===== config.mk =====
export PLATFORM = sky130hd
export DESIGN_NAME = alu_result_stage
export DESIGN_NICKNAME = d
export VERILOG_FILES = /design/src/rtl/alu_result_stage.sv
export SDC_FILE = /design/constraint.sdc
export NUM_CORES = 1
export LEC_CHECK = 0
export CAP_MARGIN = 20
export CORE_MARGIN = 1.5
export CORE_UTILIZATION = 53
export DETAILED_ROUTE_END_ITERATION = 7
export GPL_TIMING_DRIVEN = 0
export PLACE_DENSITY_LB_ADDON = 0.25
export SYNTH_ARGS = -nofsm -noshare
export SYNTH_HDL_FRONTEND = slang
export SYNTH_SLANG_ARGS = --single-unit
export TNS_END_PERCENT = 100

===== constraint.sdc =====
create_clock -name clk -period 3.05 [get_ports clk]
set_input_delay 0.305 -clock clk [delete_from_list [all_inputs] [get_ports clk]]
set_output_delay 0.305 -clock clk [all_outputs]
set_load 0.01 [all_outputs]

===== src/rtl/alu_result_stage.sv =====
// rtl/alu_result_stage.sv - ALU writeback stage: condition check, flag register, 2-entry result buffer
// Optional op/squash counters are enabled by defining ALU_RESULT_STAGE_STATS_EN.
module alu_result_stage #(
  parameter int WIDTH = 32,
  parameter int DEPTH = 2
) (
  input  logic             clk,
  input  logic             rst_n,
  input  logic             in_valid,
  output logic             in_ready,
  input  logic [WIDTH-1:0] in_result,
  input  logic [3:0]       in_flags,
  input  logic [3:0]       in_rd,
  input  logic             in_setflags,
  input  logic [3:0]       in_cond,
  output logic             out_valid,
  input  logic             out_ready,
  output logic [WIDTH-1:0] out_result,
  output logic [3:0]       out_rd,
  output logic             out_we,
  output logic [3:0]       flags_q
`ifdef ALU_RESULT_STAGE_STATS_EN
  ,
  output logic [15:0]      op_count,
  output logic [15:0]      squash_count
`endif
);

  logic [WIDTH-1:0] mem_result [DEPTH];
  logic [3:0]       mem_rd     [DEPTH];
  logic             mem_pass   [DEPTH];
  logic             wr_ptr;
  logic             rd_ptr;
  logic [1:0]       count;
  logic             push;
  logic             pop;
  logic             pass;

  // Flags are {N,Z,C,V}; evaluated against the architectural register only.
  function automatic logic cond_pass(input logic [3:0] cond, input logic [3:0] f);
    logic n, z, c, v;
    n = f[3];
    z = f[2];
    c = f[1];
    v = f[0];
    case (cond)
      4'h0:    cond_pass = z;
      4'h1:    cond_pass = !z;
      4'h2:    cond_pass = c;
      4'h3:    cond_pass = !c;
      4'h4:    cond_pass = n;
      4'h5:    cond_pass = !n;
      4'h6:    cond_pass = v;
      4'h7:    cond_pass = !v;
      4'h8:    cond_pass = c && !z;
      4'h9:    cond_pass = !c || z;
      4'hA:    cond_pass = (n == v);
      4'hB:    cond_pass = (n != v);
      4'hC:    cond_pass = !z && (n == v);
      4'hD:    cond_pass = z || (n != v);
      default: cond_pass = 1'b1;
    endcase
  endfunction

  // in_ready depends only on the registered count, never on out_ready.
  assign in_ready   = (count < 2'd2);
  assign out_valid  = (count != 2'd0);
  assign out_result = mem_result[rd_ptr];
  assign out_rd     = mem_rd[rd_ptr];
  assign out_we     = out_valid && mem_pass[rd_ptr];

  assign push = in_valid && in_ready;
  assign pop  = out_valid && out_ready;
  assign pass = cond_pass(in_cond, flags_q);

  always_ff @(posedge clk or negedge rst_n) begin
    if (!rst_n) begin
      for (int i = 0; i < DEPTH; i++) begin
        mem_result[i] <= '0;
        mem_rd[i]     <= '0;
        mem_pass[i]   <= 1'b0;
      end
      wr_ptr  <= 1'b0;
      rd_ptr  <= 1'b0;
      count   <= 2'd0;
      flags_q <= 4'b0000;
    end else begin
      if (push) begin
        mem_result[wr_ptr] <= in_result;
        mem_rd[wr_ptr]     <= in_rd;
        mem_pass[wr_ptr]   <= pass;
        wr_ptr             <= ~wr_ptr;
        if (in_setflags && pass) begin
          flags_q <= in_flags;
        end
      end
      if (pop) begin
        rd_ptr <= ~rd_ptr;
      end
      count <= count + 2'(push) - 2'(pop);
    end
  end

`ifdef ALU_RESULT_STAGE_STATS_EN
  always_ff @(posedge clk or negedge rst_n) begin
    if (!rst_n) begin
      op_count     <= 16'd0;
      squash_count <= 16'd0;
    end else if (push) begin
      op_count <= op_count + 16'd1;
      if (!pass) begin
        squash_count <= squash_count + 16'd1;
      end
    end
  end
`endif

endmodule


==> reports/results.txt, run 1 <==
Synth Warn # - 0
design area - 0.00501 mm^2
Post-synth EDFFs - 0
number of remaining DRC errors - 0
initial antenna violation count - 0
Post-Syn Area per Cell - 14.6 um^2
reg-to-reg startpoint - count[1]
largest family of logic cells by synthesized area - multiplexers
largest net degree at the start of global routing - 52
Worst-path clk slew - 0.08 ns
WP data required - 2.74 ns
flop and latch count out of synthesis - 82
Netlist cell types - 31
Max FO, Critical Path - 10
share of layout cells above drive strength 1 - 39.8%
Async SR Flop Fraction - 100%
max-cap violation count - 0
Worst Path Arrival - 2.57 ns
htree depth - 3
post-synthesis mux area share - 34.8%
slew margin rel. - 58.9%
f_max - 348 MHz
Post-synth top cells - mux2_2 (108), dfrtp_1 (82), buf_2 (8), inv_1 (6), nor2_1 (5)
simple-gate area share of the yosys netlist - 2.55%
via count - 2,374
Tcrit/Tclk final - 94.2%
biggest area consumer among synthesized cells - dfrtp_1
worst setup margin - 0.178 ns
leakage - 2.11 nW
CP Capture Type - output port
adder-cell area share of the yosys netlist - 0.671%
Synth Cell Area - 0.00373 mm^2
worst hold margin - 0.457 ns
DRT iter0 DRCs - 48
Worst VDD drop - 0.694 mV
Final min period - 2.87 ns
number of global-route vias before repair - 2,457
Final Hold Fails - 0
Die Y-Extent - 86.9 um
worst hold path class - input pin to asynchronous set/reset pin
XOR/XNOR Fraction of Synth Area - 1.64%
filler instances - 494
Setup WS pre-CTS - 0.491 ns
routability cong. - 0.718
GRT Util Overall - 20.6%
Cell Area, Placed - 0.00477 mm^2
first-pass GRT wire length - 11.7 mm
CTS tree - built
Finished Core Util - 73.8%
Syn Inst Count - 255
Mapped Nets - 306
Cell Pwr Density - 1110 mW/mm^2
root buffer cell - clkbuf_8
row count - 30
clock insertion delay at the later pin of the skew report - 0.35 ns
Setup TNS Final - 0 ns
grt ovf - 0
core area - 0.00679 mm^2
CTS Buf Count - 9
Layout Nets - 408
Ant. Diodes - 0
Syn-to-layout area delta - 34.4%
Synth Flop Type - dfrtp_1
drt wl/cell - 15.8 um
Worst Max-Slew Pin Slew - 0.617 ns
DIE AREA - 0.00755 mm^2
clk buf depth - 2
status - finished clean
Layout Skew - 0.00924 ns
num ports - 92
PostCTS Resize Cnt - 0
Final ANT Viol Nets - 0
Register-to-Register Path Depth - 6
Setup crit start kind - flop
compound-cell area share of the yosys netlist - 2.88%
Synth top area share - 55.0%
DP Wirelength - 5.09 mm
Die W - 86.9 um
RSZ-0062 raised after global routing - no
Initial Util - 54.9%
Via density - 5.18
DRT Pass-1 Iters - 4
# setup viols final - 0
WL final - 7.26 mm
flop-to-flop setup slack - 1.04 ns
clk sinks - 82
FF-to-FF End - mem_result[50]
Slew Limit Fails - 0
ranking of synthesized cells by area - dfrtp_1 (55%), mux2_2 (33%), mux2_4 (1.6%)
register area share after synthesis - 55.0%
I/O Buffers - 89
CP Class - flop to output port
count leader, synth - mux2_2
power breakdown:
group          internal [W]  switching, W  total (W)
clock network      0.000527      0.000381   0.000908
registers           0.00165      0.000293    0.00194
logic               0.00171      0.000990    0.00270
total               0.00389       0.00166    0.00555
cell type report:
cell class,count,area (um^2),area share [%]
Clock inverter,4,72.6,1.45
Timing Repair Buffer,91,926,18.5
Buffer,14,70.1,1.40
Clock buffer,12,165,3.29
Inverter,6,22.5,0.449
Sequential cell,82,2050,40.9
Multi-Input combinational cell,153,1590,31.6
Tap cell,96,120,2.40
layer usage:
layer	global-route usage, %	part of all wire, %
met1	27.3	46
met5	0	0
met2	33.0	49
met4	7.48	0.79
met3	5.12	4.7
sequential cells by signal (all words and copies together), names as in the netlist:
| register | flops |
|---|---|
| mem_result | 64 |
| mem_rd | 8 |
| flags_q | 4 |
| count | 2 |
| mem_pass | 2 |
| rd_ptr | 1 |
| wr_ptr | 1 |
how the worst max path moves through the flow:
stage | cells past startpoint | end | from | slack, ns
global placement | 1 | flags_q[3] | rst_n | -1.19
floorplan | 5 | flags_q[0] | flags_q[3] | 1.17
detailed placement | 4 | out_result[28] | rd_ptr | 0.49
finish | 4 | out_result[20] | rd_ptr | 0.18
global route | 4 | out_result[28] | rd_ptr | 0.01
CTS | 4 | out_result[28] | rd_ptr | 0.14
worst max-delay path, stage by stage, from the launching register on:
cell             delay [ns]
dfrtp_1                0.34
clkbuf_1               0.46
clkbuf_1               0.54
mux2_2                 0.40
clkdlybuf4s50_1        0.49
kinds of logic after synthesis:
| group | count (synthesis) |
|---|---|
| AOI/OAI and AO/OA | 12 |
| xor gates and xnor gates | 7 |
| adders and majority gates | 2 |
| buffers and inverters | 20 |
| DFF | 82 |
| muxes | 114 |
| and+or+nand+nor | 18 |
cells in the final DEF, fill, tap and decap left out, types with 2 or more instances in the layout:
cell	instances
xnor2_1	4
mux2_2	108
ha_1	2
mux2i_1	2
nor2_1	5
a21oi_1	3
buf_2	8
nor3b_1	2
dfrtp_1	82
bufinv_16	2
mux2_4	4
clkbuf_1	4
clkbuf_8	12
clkdlybuf4s50_1	88
o32ai_1	2
nand2_1	4
inv_1	6
xor2_1	3
what timing repair did:
item,4_1_cts,5_1_grt
setup buffers,0,0
hold endpoints to repair,31,0
hold buffers,1,0
per-stage QoR:
stage,std cells,total power [W]
2_1_floorplan,255,0.00348
3_3_place_gp,440,0.00459
3_5_place_dp,441,0.00468
4_1_cts,458,0.00561
5_1_grt,458,0.00586
6_report,458,0.00555
(Power assumes the default switching activity.)
==> run 2: changes to the inputs <==
--- a/config.mk
+++ b/config.mk
@@ -7,7 +7,7 @@
 export LEC_CHECK = 0
 export CAP_MARGIN = 20
 export CORE_MARGIN = 1.5
-export CORE_UTILIZATION = 53
+export CORE_UTILIZATION = 30
 export DETAILED_ROUTE_END_ITERATION = 7
 export GPL_TIMING_DRIVEN = 0
 export PLACE_DENSITY_LB_ADDON = 0.25
==> reports/results.txt, run 2 (synthesized netlist as in run 1, its figures left out) <==
Layout Nets - 408 (unchanged)
Final Hold Fails - 0 (unchanged)
Ant. Diodes - 0 (unchanged)
number of global-route vias before repair - 2,603 (+5.9%)
met3 WL - 344 um (+0.29%)
core area - 0.0121 mm^2 (+78%)
design area - 0.00515 mm^2 (+2.8%)
worst hold margin - 0.456 ns (-0.000928 ns)
Die W - 115 um (+32%)
clock insertion delay at the later pin of the skew report - 0.33 ns (-0.02 ns)
Final ANT Viol Nets - 0 (unchanged)
largest registers - mem_result: 64 flops, mem_rd: 8 flops, flags_q: 4 flops
WP data required - 2.74 ns (about the same)
root buffer cell - clkbuf_16
number of remaining DRC errors - 0 (unchanged)
num ports - 92 (unchanged)
Worst Path Arrival - 2.47 ns (-0.10 ns)
CTS Buf Count - 9 (unchanged)
htree depth - 3 (unchanged)
Highest Signal Layer - met4
via count - 2,369 (-0.21%)
I/O Buffers - 89 (unchanged)
Slew Limit Fails - 0 (unchanged)
family with the most delay on the worst path - buffers and inverters
share of layout cells above drive strength 1 - 39.6% (-0.17 points)
CTS tree - built
RSZ-0062 raised after global routing - no
CP Class - flop to output port
leakage - 2.14 nW (+1.4%)
Via density - 4.48 (-14%)
fraction of power spent switching nets - 29.8% (-0.23 points)
Cell Area, Placed - 0.00486 mm^2 (+1.9%)
largest net degree at the start of global routing - 53 (+1.9%)
max-cap violation count - 0 (unchanged)
clk sinks - 82 (unchanged)
Cell Pwr Density - 1110 mW/mm^2 (+0.11%)
Clock power frac - 18.5% (+2.1 points)
Worst VDD drop - 0.308 mV (-56%)
Bufs and invs on worst path - 3 (unchanged)
clk buf depth - 2 (unchanged)
Tcrit/Tclk final - 90.9% (-3.2 points)
slew margin rel. - 54.7% (-4.2 points)
row count - 40 (+33%)
routability cong. - 0.699 (-2.6%)
f_max - 361 MHz (+3.6%)
P_sw - 0.00170 W (+2.1%)
drt wl/cell - 15.3 um (-3.5%)
Max FO, Critical Path - 10 (unchanged)
Final min period - 2.77 ns (-0.0987 ns)
flop-to-flop setup slack - 1.01 ns (-0.03 ns)
status - finished clean
WL final - 8.09 mm (+11%)
most common cell after layout, fill and taps aside - mux2_2
GRT Util Overall - 13.2% (-7.4 points)
Die Y-Extent - 115 um (+32%)
slowest stage delay, CP - 0.51 ns (-0.03 ns)
Flop pwr share - 33.9% (-1.1 points)
wl on met1 - 3.69 mm (+11%)
Worst-path clk slew - 0.06 ns (-0.02 ns)
CP Capture Type - output port
Initial Util - 30.9% (-24 points)
commonest cells after routing, fill and taps aside - mux2_2 (108), clkdlybuf4s50_1 (88), dfrtp_1 (82), clkbuf_16 (9), buf_2 (8)
DIE AREA - 0.0131 mm^2 (+74%)
Worst Max-Slew Pin Slew - 0.680 ns (+0.0629 ns)
grt ovf - 0 (unchanged)
Slowest-stage cell, CP - clkbuf_1
Layout Skew - 0.00677 ns (-0.00247 ns)
DP Wirelength - 5.59 mm (+10%)
DRT Pass-1 Iters - 4 (unchanged)
Setup WS pre-CTS - 0.392 ns (-0.0986 ns)
Reg with most FFs - mem_result
initial antenna violation count - 0 (unchanged)
Internal - 0.00401 W (+3.3%)
Syn-to-layout area delta - 38.2%
worst hold path class - input pin to asynchronous set/reset pin
Comb power frac - 47.6% (-1.1 points)
Largest register FFs - 64 (unchanged)
critical-path cell list - clkbuf_1 -> clkbuf_2 -> mux2_2 -> clkdlybuf4s50_1
# setup viols final - 0 (unchanged)
worst setup margin - 0.276 ns (+0.0987 ns)
Setup crit start kind - flop
first-pass GRT wire length - 13.2 mm (+12%)
DR WL met2 - 3.90 mm (+10%)
DRT iter0 DRCs - 51 (+6.3%)
-- run 2: cell types whose count changed in the layout (fill, tap and decap cells not counted), sizes merged --
| cell | delta |
|---|---|
| clkbuf | +1 |
| buf | -1 |
| clkinvlp | -1 |
| clkinv | +1 |
| bufinv | -1 |
-- run 2: worst paths after layout --
path | end | depth (start not counted) | start
setup / recovery | out_rd[2] | 4 | rd_ptr
setup reg to reg | mem_result[55] | 6 | count[1]
hold / removal | mem_result[23] | 2 | rst_n
hold reg to reg | wr_ptr | 1 | wr_ptr
min in group clk | wr_ptr | 1 | wr_ptr
max in group asynchronous | mem_pass[1] | 3 | rst_n
-- run 2: metrics by stage --
step	cells	utilization [%]	total power, W	setup TNS, ns
after detailed placement	513	40.3	0.00473	0
after floorplan	255	-	0.00348	0
after CTS	529	42.7	0.00583	0
final	529	42.7	0.00571	0
after global routing	529	42.7	0.00608	0
after global placement	512	40.1	0.00465	-108.61
-- run 2: area by class of cell --
class                           count  area, um^2
Fill cell                        1142        6910
Sequential cell                    82        2050
Multi-Input combinational cell    153        1590
Timing Repair Buffer               91         926
Clock buffer                       12         246
Tap cell                          168         210
Buffer                             14        72.6
Clock inverter                      3        40.0
Inverter                            6        22.5
-- run 2: repair_timing --
| item | 4_1_cts | 5_1_grt |
|---|---|---|
| hold buffers | 1 | 0 |
| resized for setup | 0 | 3 |
| endpoints found under the hold margin | 30 | 0 |
| buffers inserted | 0 | 0 |
| setup endpoints to repair | 0 | 16 |
-- run 2: power by group through the flow --
stage | Clock [W] | Combinational, W | Sequential, W
after floorplan | 0 | 0.00160 | 0.00188
after global placement | 0 | 0.00272 | 0.00193
after detailed placement | 0 | 0.00277 | 0.00196
after CTS | 0.00110 | 0.00278 | 0.00194
after global routing | 0.00114 | 0.00293 | 0.00202
final | 0.00106 | 0.00272 | 0.00194
-- run 2: routing by layer --
layer / vias to the layer above / GRT usage (%)
li1: 1108 / -
met1: 1189 / 16.4
met2: 60 / 22.0
met3: 12 / 2.91
met4: 0 / 6.00
met5: - / 0
-- run 2: worst reg2reg max path: cells and delay by family, from the launching register on --
kind / cells / cell delay, ns
and+or+nand+nor: 2 / 0.45
DFF: 1 / 0.41
muxes: 1 / 0.38
buffers and inverters: 3 / 0.69
